<file path="config.mk">
export PLATFORM = sky130hd
export DESIGN_NAME = regfile_writer_flat
export DESIGN_NICKNAME = d
export VERILOG_FILES = /design/src/rtl/wb_pkg.sv /design/src/rtl/regfile_writer_if.sv /design/src/rtl/wb_fifo.sv /design/src/rtl/regfile_writer.sv /design/src/flat_wrapper.sv
export SDC_FILE = /design/constraint.sdc
export NUM_CORES = 1
export LEC_CHECK = 0
export ABC_CLOCK_PERIOD_IN_PS = 4800
export CORE_UTILIZATION = 48
export DETAILED_ROUTE_END_ITERATION = 10
export GPL_ROUTABILITY_DRIVEN = 1
export GPL_TIMING_DRIVEN = 0
export PLACE_DENSITY_LB_ADDON = 0.1
export SLEW_MARGIN = 30
export SYNTH_ARGS = -nofsm -noshare
export SYNTH_HDL_FRONTEND = slang
export SYNTH_SLANG_ARGS = --single-unit
</file>
<file path="constraint.sdc">
create_clock -name clk -period 4.8 [get_ports clk]
set_clock_uncertainty 0.1 [all_clocks]
set_input_delay 1.44 -clock clk [delete_from_list [all_inputs] [get_ports clk]]
set_output_delay 1.44 -clock clk [all_outputs]
set_load 0.05 [all_outputs]
</file>
<file path="src/rtl/wb_pkg.sv">
// Shared writeback types and default widths for the register-file write path.
package wb_pkg;

    localparam int WB_AW    = 5;
    localparam int WB_DW    = 32;
    localparam int REG_ZERO = 0;

    typedef struct packed {
        logic [WB_AW-1:0] regn;
        logic [WB_DW-1:0] data;
    } wb_entry_t;

endpackage

</file>
<file path="src/rtl/regfile_writer_if.sv">
// Writeback request/drain bundle: ALU and load requests in, register-file write port and scoreboard out.
interface regfile_writer_if #(
    parameter int AW = wb_pkg::WB_AW,
    parameter int DW = wb_pkg::WB_DW
);
    logic                 alu_valid;
    logic                 alu_ready;
    logic [AW-1:0]        alu_reg;
    logic [DW-1:0]        alu_data;
    logic                 mem_valid;
    logic                 mem_ready;
    logic [AW-1:0]        mem_reg;
    logic [DW-1:0]        mem_data;
    logic                 hold;
    logic                 wr;
    logic [AW-1:0]        wreg;
    logic [DW-1:0]        wdata;
    logic [(1<<AW)-1:0]   busy_mask;
    logic                 empty;
    logic                 full;

    modport master (
        output alu_valid, alu_reg, alu_data, mem_valid, mem_reg, mem_data, hold,
        input  alu_ready, mem_ready, wr, wreg, wdata, busy_mask, empty, full
    );

    modport slave (
        input  alu_valid, alu_reg, alu_data, mem_valid, mem_reg, mem_data, hold,
        output alu_ready, mem_ready, wr, wreg, wdata, busy_mask, empty, full
    );

endinterface

</file>
<file path="src/rtl/wb_fifo.sv">
// Circular FIFO with wrap-bit pointers; exposes head, all slots and an occupancy vector.
// Push is ignored when full and pop when empty; state changes one edge after the request.
module wb_fifo
    import wb_pkg::*;
#(
    parameter type T     = wb_entry_t,
    parameter int  DEPTH = 4
) (
    input  logic                clk,
    input  logic                rst_n,
    input  logic                i_push,
    input  T                    i_dat,
    input  logic                i_pop,
    output logic                o_empty,
    output logic                o_full,
    output T                    o_head,
    output T [DEPTH-1:0]        o_slots,
    output logic [DEPTH-1:0]    o_occ
);
    localparam int IW = $clog2(DEPTH);
    localparam int PW = IW + 1;

    T [DEPTH-1:0]   r_mem;
    logic [PW-1:0]  r_wptr;
    logic [PW-1:0]  r_rptr;
    logic [PW-1:0]  w_count;
    logic [PW-1:0]  w_off;

    assign o_empty = (r_wptr == r_rptr);
    assign o_full  = (r_wptr[IW-1:0] == r_rptr[IW-1:0]) && (r_wptr[IW] != r_rptr[IW]);
    assign o_head  = r_mem[r_rptr[IW-1:0]];
    assign o_slots = r_mem;
    assign w_count = r_wptr - r_rptr;

    // A slot is live when its distance from the read pointer is below the fill count.
    always_comb begin
        o_occ = '0;
        w_off = '0;
        for (int i = 0; i < DEPTH; i++) begin
            w_off    = (PW'(i) - r_rptr) & PW'(DEPTH - 1);
            o_occ[i] = (w_off < w_count);
        end
    end

    always_ff @(posedge clk or negedge rst_n) begin
        if (!rst_n) begin
            r_mem  <= '0;
            r_wptr <= '0;
            r_rptr <= '0;
        end else begin
            if (i_push && !o_full) begin
                r_mem[r_wptr[IW-1:0]] <= i_dat;
                r_wptr                <= r_wptr + PW'(1);
            end
            if (i_pop && !o_empty) begin
                r_rptr <= r_rptr + PW'(1);
            end
        end
    end

endmodule

</file>
<file path="src/rtl/regfile_writer.sv">
// Arbitrates ALU/load writebacks (load wins) into an in-order queue drained one write per cycle.
// One cycle from acceptance to wr; readies drop only on full, and a full queue refuses even while popping.
module regfile_writer
    import wb_pkg::*;
#(
    parameter int DEPTH = 4,
    parameter int AW    = WB_AW,
    parameter int DW    = WB_DW
) (
    input  logic                clk,
    input  logic                rst_n,
    regfile_writer_if.slave     bus
);
    typedef struct packed {
        logic [AW-1:0] regn;
        logic [DW-1:0] data;
    } entry_t;

    logic               w_empty;
    logic               w_full;
    logic               w_alu_rdy;
    logic               w_mem_xfer;
    logic               w_alu_xfer;
    logic               w_push;
    logic               w_pop;
    entry_t             w_sel;
    entry_t             w_head;
    entry_t [DEPTH-1:0] w_slots;
    logic [DEPTH-1:0]   w_occ;
    logic [(1<<AW)-1:0] w_busy;

    // Readies depend only on queue state and mem_valid, never on request data.
    assign w_alu_rdy     = !w_full && !bus.mem_valid;
    assign bus.mem_ready = !w_full;
    assign bus.alu_ready = w_alu_rdy;

    assign w_mem_xfer = bus.mem_valid && !w_full;
    assign w_alu_xfer = bus.alu_valid && w_alu_rdy;
    assign w_sel      = w_mem_xfer ? {bus.mem_reg, bus.mem_data} : {bus.alu_reg, bus.alu_data};

    // r0 requests complete the handshake but are dropped here.
    assign w_push = (w_mem_xfer || w_alu_xfer) && (w_sel.regn != AW'(REG_ZERO));

    assign bus.wr    = !w_empty && !bus.hold;
    assign w_pop     = bus.wr;
    assign bus.wreg  = w_empty ? '0 : w_head.regn;
    assign bus.wdata = w_empty ? '0 : w_head.data;
    assign bus.empty = w_empty;
    assign bus.full  = w_full;

    always_comb begin
        w_busy = '0;
        for (int i = 0; i < DEPTH; i++) begin
            if (w_occ[i]) begin
                w_busy[w_slots[i].regn] = 1'b1;
            end
        end
    end

    assign bus.busy_mask = w_busy;

    wb_fifo #(
        .T      (entry_t),
        .DEPTH  (DEPTH)
    ) u_fifo (
        .clk     (clk),
        .rst_n   (rst_n),
        .i_push  (w_push),
        .i_dat   (w_sel),
        .i_pop   (w_pop),
        .o_empty (w_empty),
        .o_full  (w_full),
        .o_head  (w_head),
        .o_slots (w_slots),
        .o_occ   (w_occ)
    );

endmodule

</file>
<file path="src/flat_wrapper.sv">
// flat-port wrapper written by rule: the top's interface ports become plain ports
module regfile_writer_flat import wb_pkg::*;
#(
    parameter int DEPTH = 4,
    parameter int AW    = WB_AW,
    parameter int DW    = WB_DW
)
  (clk, rst_n, bus_alu_valid, bus_alu_reg, bus_alu_data, bus_mem_valid, bus_mem_reg, bus_mem_data, bus_hold, bus_alu_ready, bus_mem_ready, bus_wr, bus_wreg, bus_wdata, bus_busy_mask, bus_empty, bus_full);
  regfile_writer_if #(.AW(AW), .DW(DW)) bus_i ();
  input  logic clk;
  input  logic rst_n;
  input wire logic [$bits(bus_i.alu_valid)-1:0] bus_alu_valid;
  input wire logic [$bits(bus_i.alu_reg)-1:0] bus_alu_reg;
  input wire logic [$bits(bus_i.alu_data)-1:0] bus_alu_data;
  input wire logic [$bits(bus_i.mem_valid)-1:0] bus_mem_valid;
  input wire logic [$bits(bus_i.mem_reg)-1:0] bus_mem_reg;
  input wire logic [$bits(bus_i.mem_data)-1:0] bus_mem_data;
  input wire logic [$bits(bus_i.hold)-1:0] bus_hold;
  output wire logic [$bits(bus_i.alu_ready)-1:0] bus_alu_ready;
  output wire logic [$bits(bus_i.mem_ready)-1:0] bus_mem_ready;
  output wire logic [$bits(bus_i.wr)-1:0] bus_wr;
  output wire logic [$bits(bus_i.wreg)-1:0] bus_wreg;
  output wire logic [$bits(bus_i.wdata)-1:0] bus_wdata;
  output wire logic [$bits(bus_i.busy_mask)-1:0] bus_busy_mask;
  output wire logic [$bits(bus_i.empty)-1:0] bus_empty;
  output wire logic [$bits(bus_i.full)-1:0] bus_full;
  assign bus_i.alu_valid = bus_alu_valid;
  assign bus_i.alu_reg = bus_alu_reg;
  assign bus_i.alu_data = bus_alu_data;
  assign bus_i.mem_valid = bus_mem_valid;
  assign bus_i.mem_reg = bus_mem_reg;
  assign bus_i.mem_data = bus_mem_data;
  assign bus_i.hold = bus_hold;
  assign bus_alu_ready = bus_i.alu_ready;
  assign bus_mem_ready = bus_i.mem_ready;
  assign bus_wr = bus_i.wr;
  assign bus_wreg = bus_i.wreg;
  assign bus_wdata = bus_i.wdata;
  assign bus_busy_mask = bus_i.busy_mask;
  assign bus_empty = bus_i.empty;
  assign bus_full = bus_i.full;
  regfile_writer #(.DEPTH(DEPTH), .AW(AW), .DW(DW)) u_core (.clk(clk), .rst_n(rst_n), .bus(bus_i));
endmodule
</file>
### Word-level counts from Yosys, hierarchy flattened

Cells that the tools add are included.

* shift-type cells: 0
* reduce and logical (&&, ||, !) cells: 19
* $mul: 0
* multiplexer cells: 20
* divide/modulo/power cells: 0
* bitwise operators: 3
* equal/unequal tests: 3
* order comparisons: 15
* $add $sub $neg: 7

Operators by type and width (count)
* $mux 32: 5
* $bwmux 148: 1
* $mux 37: 3
* $or 32x32->32: 3
* $bmux 37 s2: 1
* $demux 37 s2: 1
* $lt 5x6->1 const B: 4
* $demux 1 s5: 4
* $ge 5x1->1 const B: 4
* $logic_and 1x1->1: 13
* $lt 2x3->1: 4
* $add 3x1->3 const B: 2
* $lt 2x3->1 const B: 2
* $mux 5: 1
* $reduce_bool 5->1: 1
* $logic_not 1->1: 4
* $mux 1: 4
* $sub 1x2->2 const A: 2
* $sub 2x2->2 const A: 2
* $eq 3x3->1: 1
* $sub 3x3->3: 1
* $eq 2x2->1: 1
* $ge 2x1->1 const B: 1
* $logic_or 1x1->1: 1
* $ne 1x1->1: 1

* ROM bits: 0
* bits in registers: 154
* output and inout port bits: 74
* latch bits: 0
* memories kept: 0
* input port bits: 79
* bits in writable memories: 0
* logic and storage cells: 77

### Longest topological paths before layout

Gate-level depths: netlist of the first run.

* word-level depth: 11
* depth in mapped cells: 12
* gate-level depth less buffers: 11

### Modules after synthesis

A second synthesis of the first run with hierarchy kept.

* cell total of the unflattened synthesis: 646
* area, all modules: 9277.6 um^2

Modules (own cells, without submodules)
* wb_fifo: cells each 418, instances 1, area an instance 7473.4 um^2, seq. area each 3853.7 um^2
* regfile_writer: cells each 228, instances 1, area an instance 1804.2 um^2, seq. area each 0.0 um^2

### Least setup slack after synthesis of the first run

No wires, ideal clock.

* path kind: reg-to-output
* start point: register u_core.u_fifo.r_rptr[1]
* end point: output bus_busy_mask[13]
* required time: 3260 ps
* cell stages (with the launch flop): 11
* setup slack: -691 ps
* arrival time: 3951 ps
* path buffers: 2
* cells stage by stage: dfrtp_1 > buf_1 > clkbuf_1 > inv_1 > fa_1 > inv_1 > ha_1 > nor2b_1 > o21bai_1 > nand3_1 > o31ai_1

* longest elaborated chain between the ends: 9
* elaborated cells on any way between the ends: 16
* classes of those cells: 5 x add/sub; 4 x order compare; 4 x mux; 3 x bitwise

Ends and longest elaborated chain
* start, declared: RTL line wb_fifo.sv:25 `logic [PW-1:0] r_rptr;`
* start signal, assigned: RTL line wb_fifo.sv:56 `r_rptr <= r_rptr + PW'(1);`
* $sub 3x3->3 or $sub 1x2->2 (tied branches): RTL line wb_fifo.sv:33, wb_fifo.sv:40
* $lt 2x3->1: RTL line wb_fifo.sv:41 `o_occ[i] = (w_off < w_count);`
* $mux 32: RTL line regfile_writer.sv:54 `if (w_occ[i]) begin`
* $or 32x32->32 (no line)
* $mux 32: RTL line regfile_writer.sv:54
* $or 32x32->32 (no line)
* $mux 32: RTL line regfile_writer.sv:54
* $or 32x32->32 (no line)
* $mux 32 *: RTL line regfile_writer.sv:54
* end, declared: RTL line flat_wrapper.sv:24 `output wire logic [$bits(bus_i.busy_mask)-1:0] bus_busy_mask;`

Every way passes the cells marked *; elsewhere a longest branch is shown, timed or not.

### Worst setup path in the final report of the first run

* start point: register u_core.u_fifo.r_wptr[0]
* end point: output bus_busy_mask[26]

* longest elaborated chain between the ends: 9
* elaborated cells on any way between the ends: 12
* classes of those cells: 1 x add/sub; 4 x order compare; 4 x mux; 3 x bitwise

Ends and longest elaborated chain
* start, declared: RTL line wb_fifo.sv:24 `logic [PW-1:0] r_wptr;`
* start signal, assigned: RTL line wb_fifo.sv:53 `r_wptr <= r_wptr + PW'(1);`
* $sub 3x3->3 *: RTL line wb_fifo.sv:33 `assign w_count = r_wptr - r_rptr;`
* $lt 2x3->1: RTL line wb_fifo.sv:41
* $mux 32: RTL line regfile_writer.sv:54
* $or 32x32->32 (no line)
* $mux 32: RTL line regfile_writer.sv:54
* $or 32x32->32 (no line)
* $mux 32: RTL line regfile_writer.sv:54
* $or 32x32->32 (no line)
* $mux 32 *: RTL line regfile_writer.sv:54

Marks and branches as above.

==> flow_summary.ini, run 1 <==
[clock_tree]
cts_buffers = 17
cts_tree = built
root_buffer = clkbuf_16
cts.htree.levels = 4
clock_path_buffers = 2
postCtsHoldBufs = 0
clkTransAtPathRegs_ns = 0.07
cts.sinks = 154
clk_latency_ns = 0.43

[min_path]
hp-class = reg -> reg
min_path_cells = 2
min_from = u_core.u_fifo.o_slots[84]
hold_end = u_core.u_fifo.o_slots[84]

[timing]
fin_crit_ns = 4.78
rsz0062_at_grt = true
tightest_slew_ns = 0.872
max-slew-margin-rel_pct = 41.9
hold_violations = 0
whs_ns = 0.420
fmax_ghz = 0.209
drv_slew = 0
setup_violations = 0
fin_crit_sh_pct = 99.5

[synthesis]
synthArstFlopShare_pct = 100
synth-edff-count = 0
synth_top_family_by_area = compound AO/OA/AOI/OAI gates
synth_compound_area_share_pct = 17.7
synth-simple-area-share_pct = 16.9
ys.flop_type = dfrtp_1
synth_largest_area_cell = dfrtp_1
synth_fa_ha_area_share_pct = 1.93
syn_area_per_cell_um2 = 10.3
synthTopCellsByArea = dfrtp_1 44%, mux4_2 9.5%, a21oi_1 6.4%, nor2_1 5.4%, mux2i_1 4.3%
synthMuxAreaShare_pct = 13.8
yosysWarnings = 0
syn_nets = 947
synth_seq_area_share_pct = 43.8
netlist-cell-type-count = 52
netlist_instances = 855
synthXorXnorAreaFrac_pct = 0.939
netlist.area_leader.share_pct = 43.8
syn-cell-area_mm2 = 0.00880
ys_ff_latch = 154

[critical_path]
worstPathMaxFanout = 5
critical_path_required_ns = 3.26
path_class = reg -> out
timing.rr.start = u_core.u_fifo.r_rptr[1]
cp_top_family = adder cells
rrSetupSlack_ns = 1.59
critPathArrivalTime_ns = 3.24
crit_path_start_kind = flip-flop
cpPeakStageDelay_ns = 0.49
r2r_end = u_core.u_fifo.o_slots[106]
slowest_stage = fa_1
end_kind = output pin
crit_buf_inv = 5
path_cells = inv_4 -> ha_4 -> inv_2 -> fa_1 -> inv_2 -> ha_4 -> nand2b_4 -> a21oi_4 -> nor3b_4 -> buf_4 -> a221oi_1 -> nand2_1 -> buf_2
r2r_cells = 9

[floorplan]
core_area_mm2 = 0.0180
start_util_pct = 49.0
die_x_um = 137
fp.dieH_um = 137
die_area_mm2 = 0.0189
ios = 153
rows = 49

[global_routing]
grt_use_total_pct = 30.0
grt_pass1_wl_um = 41600
antenna_found_initial = 0
grt_overflow_total = 0
grt_max_degree = 88
grt_pass1_vias = 7421

[placement]
placed_cell_area_mm2 = 0.0107
port_buffers = 151
dpl.cell_count = 1236
routabilityCongestion = 1.00
dp_hpwl_um = 17600

[outcome]
status = completed

[final_layout]
drive_gt1_share_pct = 27.9
finalNetCount = 1137
stdcell_count = 1285
fin_area_mm2 = 0.0116
multi_input_area_mm2 = 0.00478
area_growth_syn_to_layout_pct = 31.8
regArea_mm2 = 0.00386
n_antenna_cell = 0
layout_common_cells = 152 x dfrtp_1, 124 x nor2_1, 110 x a21oi_1
layout_commonest_cell = dfrtp_1
n_fill_cell = 1474

[detailed_routing]
wirelength_um = 26900
viasPerCell = 6.10
dr.pass1.iters = 7
wl_per_cell_um = 20.9
drt_iter0_drc = 1014
drc = 0
ant_nets = 0
vias = 7837

[job]
drv_cap = 0
==> through the flow <==
stage	util, %	setup WS [ns]	TNS [ns]
2_1_floorplan	-	0.0566	0
3_5_place_dp	59.4	-0.973	-43.96
3_3_place_gp	59.1	-4.15	-685.18
4_1_cts	63.9	-0.0524	-0.0974
5_1_grt	64.6	-0.0399	-0.203
6_report	64.6	0.0220	0
==> worst register-to-register path, cell delays in order (launching register included) <==
cell	delay (ns)
dfrtp_2	0.44
clkinvlp_4	0.14
buf_4	0.15
ha_1	0.32
nand2_1	0.21
o21ai_4	0.40
buf_4	0.31
buf_6	0.26
mux2i_1	0.59
a21oi_1	0.15
==> cell usage after synthesis (11+ instances only) <==
library cell  count
a21oi_1         112
a21oi_2          35
a22oi_1          34
buf_2            19
buf_6            17
clkbuf_1         22
dfrtp_1         154
ha_1             12
inv_1            12
mux2i_1          38
mux4_2           37
nand2_1          44
nor2_1          127
nor2_2           35
nor2b_1          38
nor3_1           11
nor3b_1          14
o211ai_1         13
==> flip-flops by register name (all words and copies together), names as in the netlist <==
signal and flops:
u_core.u_fifo.r_wptr 3, u_core.u_fifo.o_slots 148, u_core.u_fifo.r_rptr 3
==> cell type report <==
cell class,instances,area share [%]
flip-flops and latches,154,33.3
clock inverters,10,1.20
repair buffers,174,14.0
clock buffers,20,4.02
plain buffers,60,3.41
multi-input cells,626,41.2
well taps,229,2.47
inverters,12,0.442
==> routing by layer <==
metal  wire length [µm]  vias up  share of wire, %  GRT usage, %
met5                  0        -                 0             0
met4                566        0               2.1          9.40
li1                   -     3453                 -             -
met3               1880       63               7.0          5.33
met1              11500     3918                43          41.6
met2              13000      403                48          48.0
==> what timing repair did <==
item	4_1_cts	5_1_grt
pin swaps	12	14
setup endpoints to repair	73	47
setup buffers	13	9
resized for setup	260	66
==> logic make-up (layout without fill, tap and decap cells) <==
logic type	Yosys count	after routing
AND/OR/NAND/NOR	301	301
AO/OA/AOI/OAI	230	230
flip-flops	154	154
multiplexers	75	75
buffers and inverters	75	276
adder cells (fa/ha/maj)	13	13
XOR/XNOR	7	7
==> worst max-delay path by stage <==
stage | slack (ns) | from | to | cells past startpoint
after floorplan | 0.06 | u_core.u_fifo.r_rptr[1] | bus_busy_mask[22] | 10
after global placement | -4.15 | rst_n | u_core.u_fifo.o_slots[130] | 1
after detailed placement | -0.97 | u_core.u_fifo.r_rptr[1] | bus_busy_mask[12] | 12
after CTS | -0.05 | u_core.u_fifo.r_rptr[1] | bus_busy_mask[12] | 13
after global routing | -0.04 | u_core.u_fifo.r_wptr[0] | bus_busy_mask[13] | 13
final | 0.02 | u_core.u_fifo.r_wptr[0] | bus_busy_mask[26] | 13
Power of run 1 is left out: the tool's default activity adds up to more than one toggle a clock period on the data nets, which glitch-free logic cannot reach.
==> run 2, diff against run 1 <==
CORE_MARGIN = 1.5   (was default)
==> run 2 against run 1 <==
The run now ends with negative setup slack left; critical path depth decreased by 1; count of clock-buffer cells in the layout shrank 2; worst hold slack hardly changed; register-to-register slack got worse by 0.03 ns; global-route usage shrank 1.4 points; via count fell by 1.8%; fmax is 0.73% lower; cell area increased by 1.3%; sequential share of layout area is 0.44 points lower; flip-flop and latch count unchanged; core utilization up 0.85 points; largest cell class unchanged; highest routed layer unchanged.
==> flow_summary.ini, run 2 (synthesis gave the netlist of run 1 again) <==
[outcome]
status = complete, but fails checks
failed_checks = negative setup slack

[final_layout]
area_growth_syn_to_layout_pct = 33.5
drive_gt1_share_pct = 27.5
largest_register_ffs = 148
n_antenna_cell = 0
n_fill_cell = 1465
layout_commonest_cell = dfrtp_1
layout_common_cells = 153 x dfrtp_1, 124 x nor2_1, 110 x a21oi_1
regArea_mm2 = 0.00385
multi_input_area_mm2 = 0.00479
finalNetCount = 1143

[critical_path]
end_kind = output pin
cpPeakStageDelay_ns = 0.52
cp-startpoint = u_core.u_fifo.r_wptr[0]
timing.rr.start = u_core.u_fifo.r_rptr[1]
worstPathMaxFanout = 8
critical_path_required_ns = 3.26
path_cells = inv_4 -> ha_4 -> inv_2 -> fa_1 -> inv_4 -> ha_4 -> o21ba_4 -> nor2_4 -> and3b_2 -> a222oi_1 -> o21ai_1 -> buf_6
slowest_stage = fa_1
critPathArrivalTime_ns = 3.27
crit_path_start_kind = flip-flop
path_class = reg -> out

[global_routing]
grt_pass1_wl_um = 42700
grt_use_total_pct = 28.6
antenna_found_initial = 1
grt_max_degree = 59
grt_overflow_total = 0
grt_pass1_vias = 7792

[clock_tree]
cts.htree.levels = 4
cts.sinks = 154
clk_latency_ns = 0.43
cts_buffers = 17
root_buffer = clkbuf_16
clock_path_buffers = 2
clkTransAtPathRegs_ns = 0.07
cts_tree = built

[floorplan]
ios = 153
start_util_pct = 49.0
rows = 49
core_area_mm2 = 0.0180
die_area_mm2 = 0.0192
die_x_um = 138
fp.dieH_um = 138

[detailed_routing]
drc = 0
wl_per_cell_um = 21.0
ant_nets = 0
viasPerCell = 5.96
drt_iter0_drc = 852
wirelength_um = 27100
dr.pass1.iters = 5
vias = 7696

[timing]
hold_violations = 0
max-slew-margin-rel_pct = 39.7
fin_setup_tns_ns = -0.0237
fmax_ghz = 0.208
tightest_slew_ns = 0.905
fin_crit_sh_pct = 100
fin_crit_ns = 4.81
setup_violations = 2
rsz0062_at_grt = true
drv_slew = 0
setup_slack_ns = -0.0133

[placement]
routabilityCongestion = 0.969
port_buffers = 151
dp_hpwl_um = 17600
pre_cts_ws_ns = -0.938

[min_path]
hp-class = reg -> reg
min_from = u_core.u_fifo.o_slots[127]

[job]
drv_cap = 0
[run 2: cell types whose count changed in the layout (fill, tap and decap cells not counted), sizes merged, moves of 2 or more]
| cell | delta |
|---|---|
| buf | +8 |
| clkbuf | -6 |
| clkdlybuf4s15 | -8 |
| clkdlybuf4s50 | +11 |
| clkinv | -2 |
| dlygate4sd2 | -4 |
| dlymetal6s2s | +4 |
| inv | +4 |
[run 2: layer usage]
layer / track usage, % / part of all wire, %
met1: 39.8 / 42
met2: 45.8 / 48
met3: 5.13 / 7.6
met4: 9.20 / 2.5
met5: 0 / 0
[run 2: worst paths after layout]
check / cells after the start / end / slack, ns
max in group asynchronous: 2 / u_core.u_fifo.o_slots[117] / 3.16
min in group asynchronous: 1 / u_core.u_fifo.r_wptr[0] / 0.81
worst min-delay path: 2 / u_core.u_fifo.o_slots[127] / 0.42
worst max-delay path: 12 / bus_busy_mask[11] / -0.01
worst min register to register: 2 / u_core.u_fifo.o_slots[127] / 0.42
worst max register to register: 9 / u_core.u_fifo.o_slots[106] / 1.56
[run 2: final cells by class]
type                            instances  share of cell area (%)
Multi-Input combinational cell        626                    40.8
Sequential cell                       154                    32.8
Timing Repair Buffer                  179                    14.7
Clock buffer                           18                    3.74
Buffer                                 61                    3.49
Tap cell                              229                    2.44
Clock inverter                         13                    1.55
Inverter                               12                   0.458
[run 2: metrics by stage]
| step | hold slack [ns] | util, % | instances | cell area, µm² |
|---|---|---|---|---|
| 2_1_floorplan | 0.390 | - | 855 | 8810 |
| 3_3_place_gp | 0.404 | 59.1 | 1235 | 10600 |
| 3_5_place_dp | 0.407 | 59.5 | 1237 | 10700 |
| 4_1_cts | 0.421 | 63.9 | 1277 | 11500 |
| 5_1_grt | 0.438 | 65.4 | 1292 | 11800 |
| 6_report | 0.420 | 65.4 | 1292 | 11800 |
[run 2: worst max-delay path, delay by kind of cell (launching register included)]
| family | cells | cell delay [ns] |
|---|---|---|
| AOI/OAI and AO/OA | 3 | 0.64 |
| adders and majority gates | 3 | 0.89 |
| buffers and inverters | 4 | 0.35 |
| DFF | 1 | 0.42 |
| and+or+nand+nor | 2 | 0.52 |
[run 2: timing repair]
item                                    CTS  global route
gates resized for setup                 236            70
hold buffers                              0             0
setup buffers                            11            16
pin swaps                                11            22
cloned                                    0             0
endpoints found under the setup margin   71            67
Power of run 2 is left out for the same reason.
==> run 3, diff against run 2 <==
CAP_MARGIN = 10   (was default)
SKIP_CTS_REPAIR_TIMING = 1   (was default)
TNS_END_PERCENT = 30   (was default)
==> run 3 against run 2 <==
Critical path depth unchanged; die area unchanged; worst setup slack got worse by 0.094 ns; worst hold slack got worse by 0.0014 ns; non-clock buffer count decreased by 5; first-iteration DRC count decreased by 5.9%; sequential share of layout area about the same; the run still ends with negative setup slack left; wire length decreased by 1.5%; count of clock-buffer cells in the layout unchanged.
==> flow_summary.ini, run 3 (synthesis gave the netlist of run 1 again) <==
[outcome]
status = complete, but fails checks
failed_checks = negative setup slack

[critical_path]
cp-startpoint = u_core.u_fifo.r_rptr[1]
path_class = reg -> out
critPathArrivalTime_ns = 3.37
rrSetupSlack_ns = 1.44
end_kind = output pin
critical_path_required_ns = 3.26
r2r_cells = 10
worstPathMaxFanout = 8
crit_end = bus_busy_mask[11]
timing.rr.start = u_core.u_fifo.r_rptr[1]
crit_path_start_kind = flip-flop
r2r_end = u_core.u_fifo.o_slots[106]

[clock_tree]
clkTransAtPathRegs_ns = 0.06
clk_latency_ns = 0.43
cts.htree.levels = 4
root_buffer = clkbuf_16
cts.sinks = 154
cts_tree = built
clock_path_buffers = 2
cts_buffers = 17

[global_routing]
grt_pass1_vias = 7650
grt_use_total_pct = 28.1
antenna_found_initial = 1
grt_max_degree = 59
grt_pass1_wl_um = 41900
grt_overflow_total = 0

[floorplan]
ios = 153
fp.dieH_um = 138
die_area_mm2 = 0.0192
core_area_mm2 = 0.0180
die_x_um = 138
rows = 49
start_util_pct = 49.0

[detailed_routing]
drc = 0
ant_nets = 0
wirelength_um = 26700
wirelength_met1_um = 11200
viasPerCell = 6.00
drt_iter0_drc = 802
dr.pass1.iters = 5
wl_per_cell_um = 20.8
dr_wl_met2_um = 13000
top_layer = met4
met3_length_um = 1890
vias = 7721

[timing]
fmax_ghz = 0.204
drv_slew = 0
fin_crit_ns = 4.91
tightest_slew_ns = 0.890
setup_slack_ns = -0.107
fin_crit_sh_pct = 102
setup_violations = 16
max-slew-margin-rel_pct = 40.7
whs_ns = 0.419
fin_setup_tns_ns = -0.705
hold_violations = 0
rsz0062_at_grt = true

[placement]
pre_cts_ws_ns = -0.938
dp_hpwl_um = 17600
routabilityCongestion = 0.969
port_buffers = 151
placed_cell_area_mm2 = 0.0107

[final_layout]
largest_register_ffs = 148
layout_common_cells = 152 x dfrtp_1, 124 x nor2_1, 109 x a21oi_1
drive_gt1_share_pct = 27.1
layout_commonest_cell = dfrtp_1
n_antenna_cell = 0
fin_area_mm2 = 0.0117
area_growth_syn_to_layout_pct = 33.5
finalNetCount = 1138

[job]
drv_cap = 0

[min_path]
hp-class = reg -> reg
-- run 3: changes by cell type in the layout (fill, tap and decap cells not counted), moves of 4 or more --
cell / previous run / this run
dlymetal6s2s_1: 5 / 36
clkbuf_2: 4 / 8
clkdlybuf4s50_1: 92 / 79
buf_6: 34 / 28
dlygate4sd2_1: 20 / 0
-- run 3: layer usage --
metal / up-vias / GRT usage [%]
li1: 3447 / -
met1: 3862 / 39.1
met2: 363 / 45.1
met3: 49 / 5.20
met4: 0 / 8.25
met5: - / 0
-- run 3: worst min path at each step --
stage / start / to / cells after the start / slack (ns)
finish: u_core.u_fifo.o_slots[127] / u_core.u_fifo.o_slots[127] / 2 / 0.42
global route: u_core.u_fifo.o_slots[128] / u_core.u_fifo.o_slots[128] / 2 / 0.44
CTS: u_core.u_fifo.o_slots[127] / u_core.u_fifo.o_slots[127] / 2 / 0.42
detailed placement: u_core.u_fifo.o_slots[127] / u_core.u_fifo.o_slots[127] / 2 / 0.41
global placement: u_core.u_fifo.o_slots[47] / u_core.u_fifo.o_slots[47] / 2 / 0.40
floorplan: u_core.u_fifo.o_slots[103] / u_core.u_fifo.o_slots[103] / 2 / 0.39
-- run 3: layout make-up --
type / instances / area, µm²
clock buffers: 18 / 439
well taps: 229 / 287
flip-flops and latches: 154 / 3860
repair buffers: 173 / 1760
multi-input cells: 626 / 4740
inverters: 12 / 51.3
fillers: 1468 / 6210
plain buffers: 62 / 433
clock inverters: 13 / 183
-- run 3: worst max-delay path, stage by stage (launching register included) --
cell and delay [ns]:
dfrtp_2 0.45, buf_12 0.15, buf_12 0.12, clkinvlp_4 0.08, fa_1 0.42, inv_2 0.12
ha_4 0.21, o21ba_4 0.22, nor2_4 0.24, and3b_2 0.33, a222oi_1 0.26, o21ai_1 0.12
buf_4 0.20
-- run 3: stage by stage --
stage | cells | util [%]
CTS | 1268 | 63.0
global placement | 1235 | 59.1
detailed placement | 1237 | 59.5
global route | 1287 | 65.4
finish | 1287 | 65.4
floorplan | 855 | -
Power of run 3 is left out for the same reason.
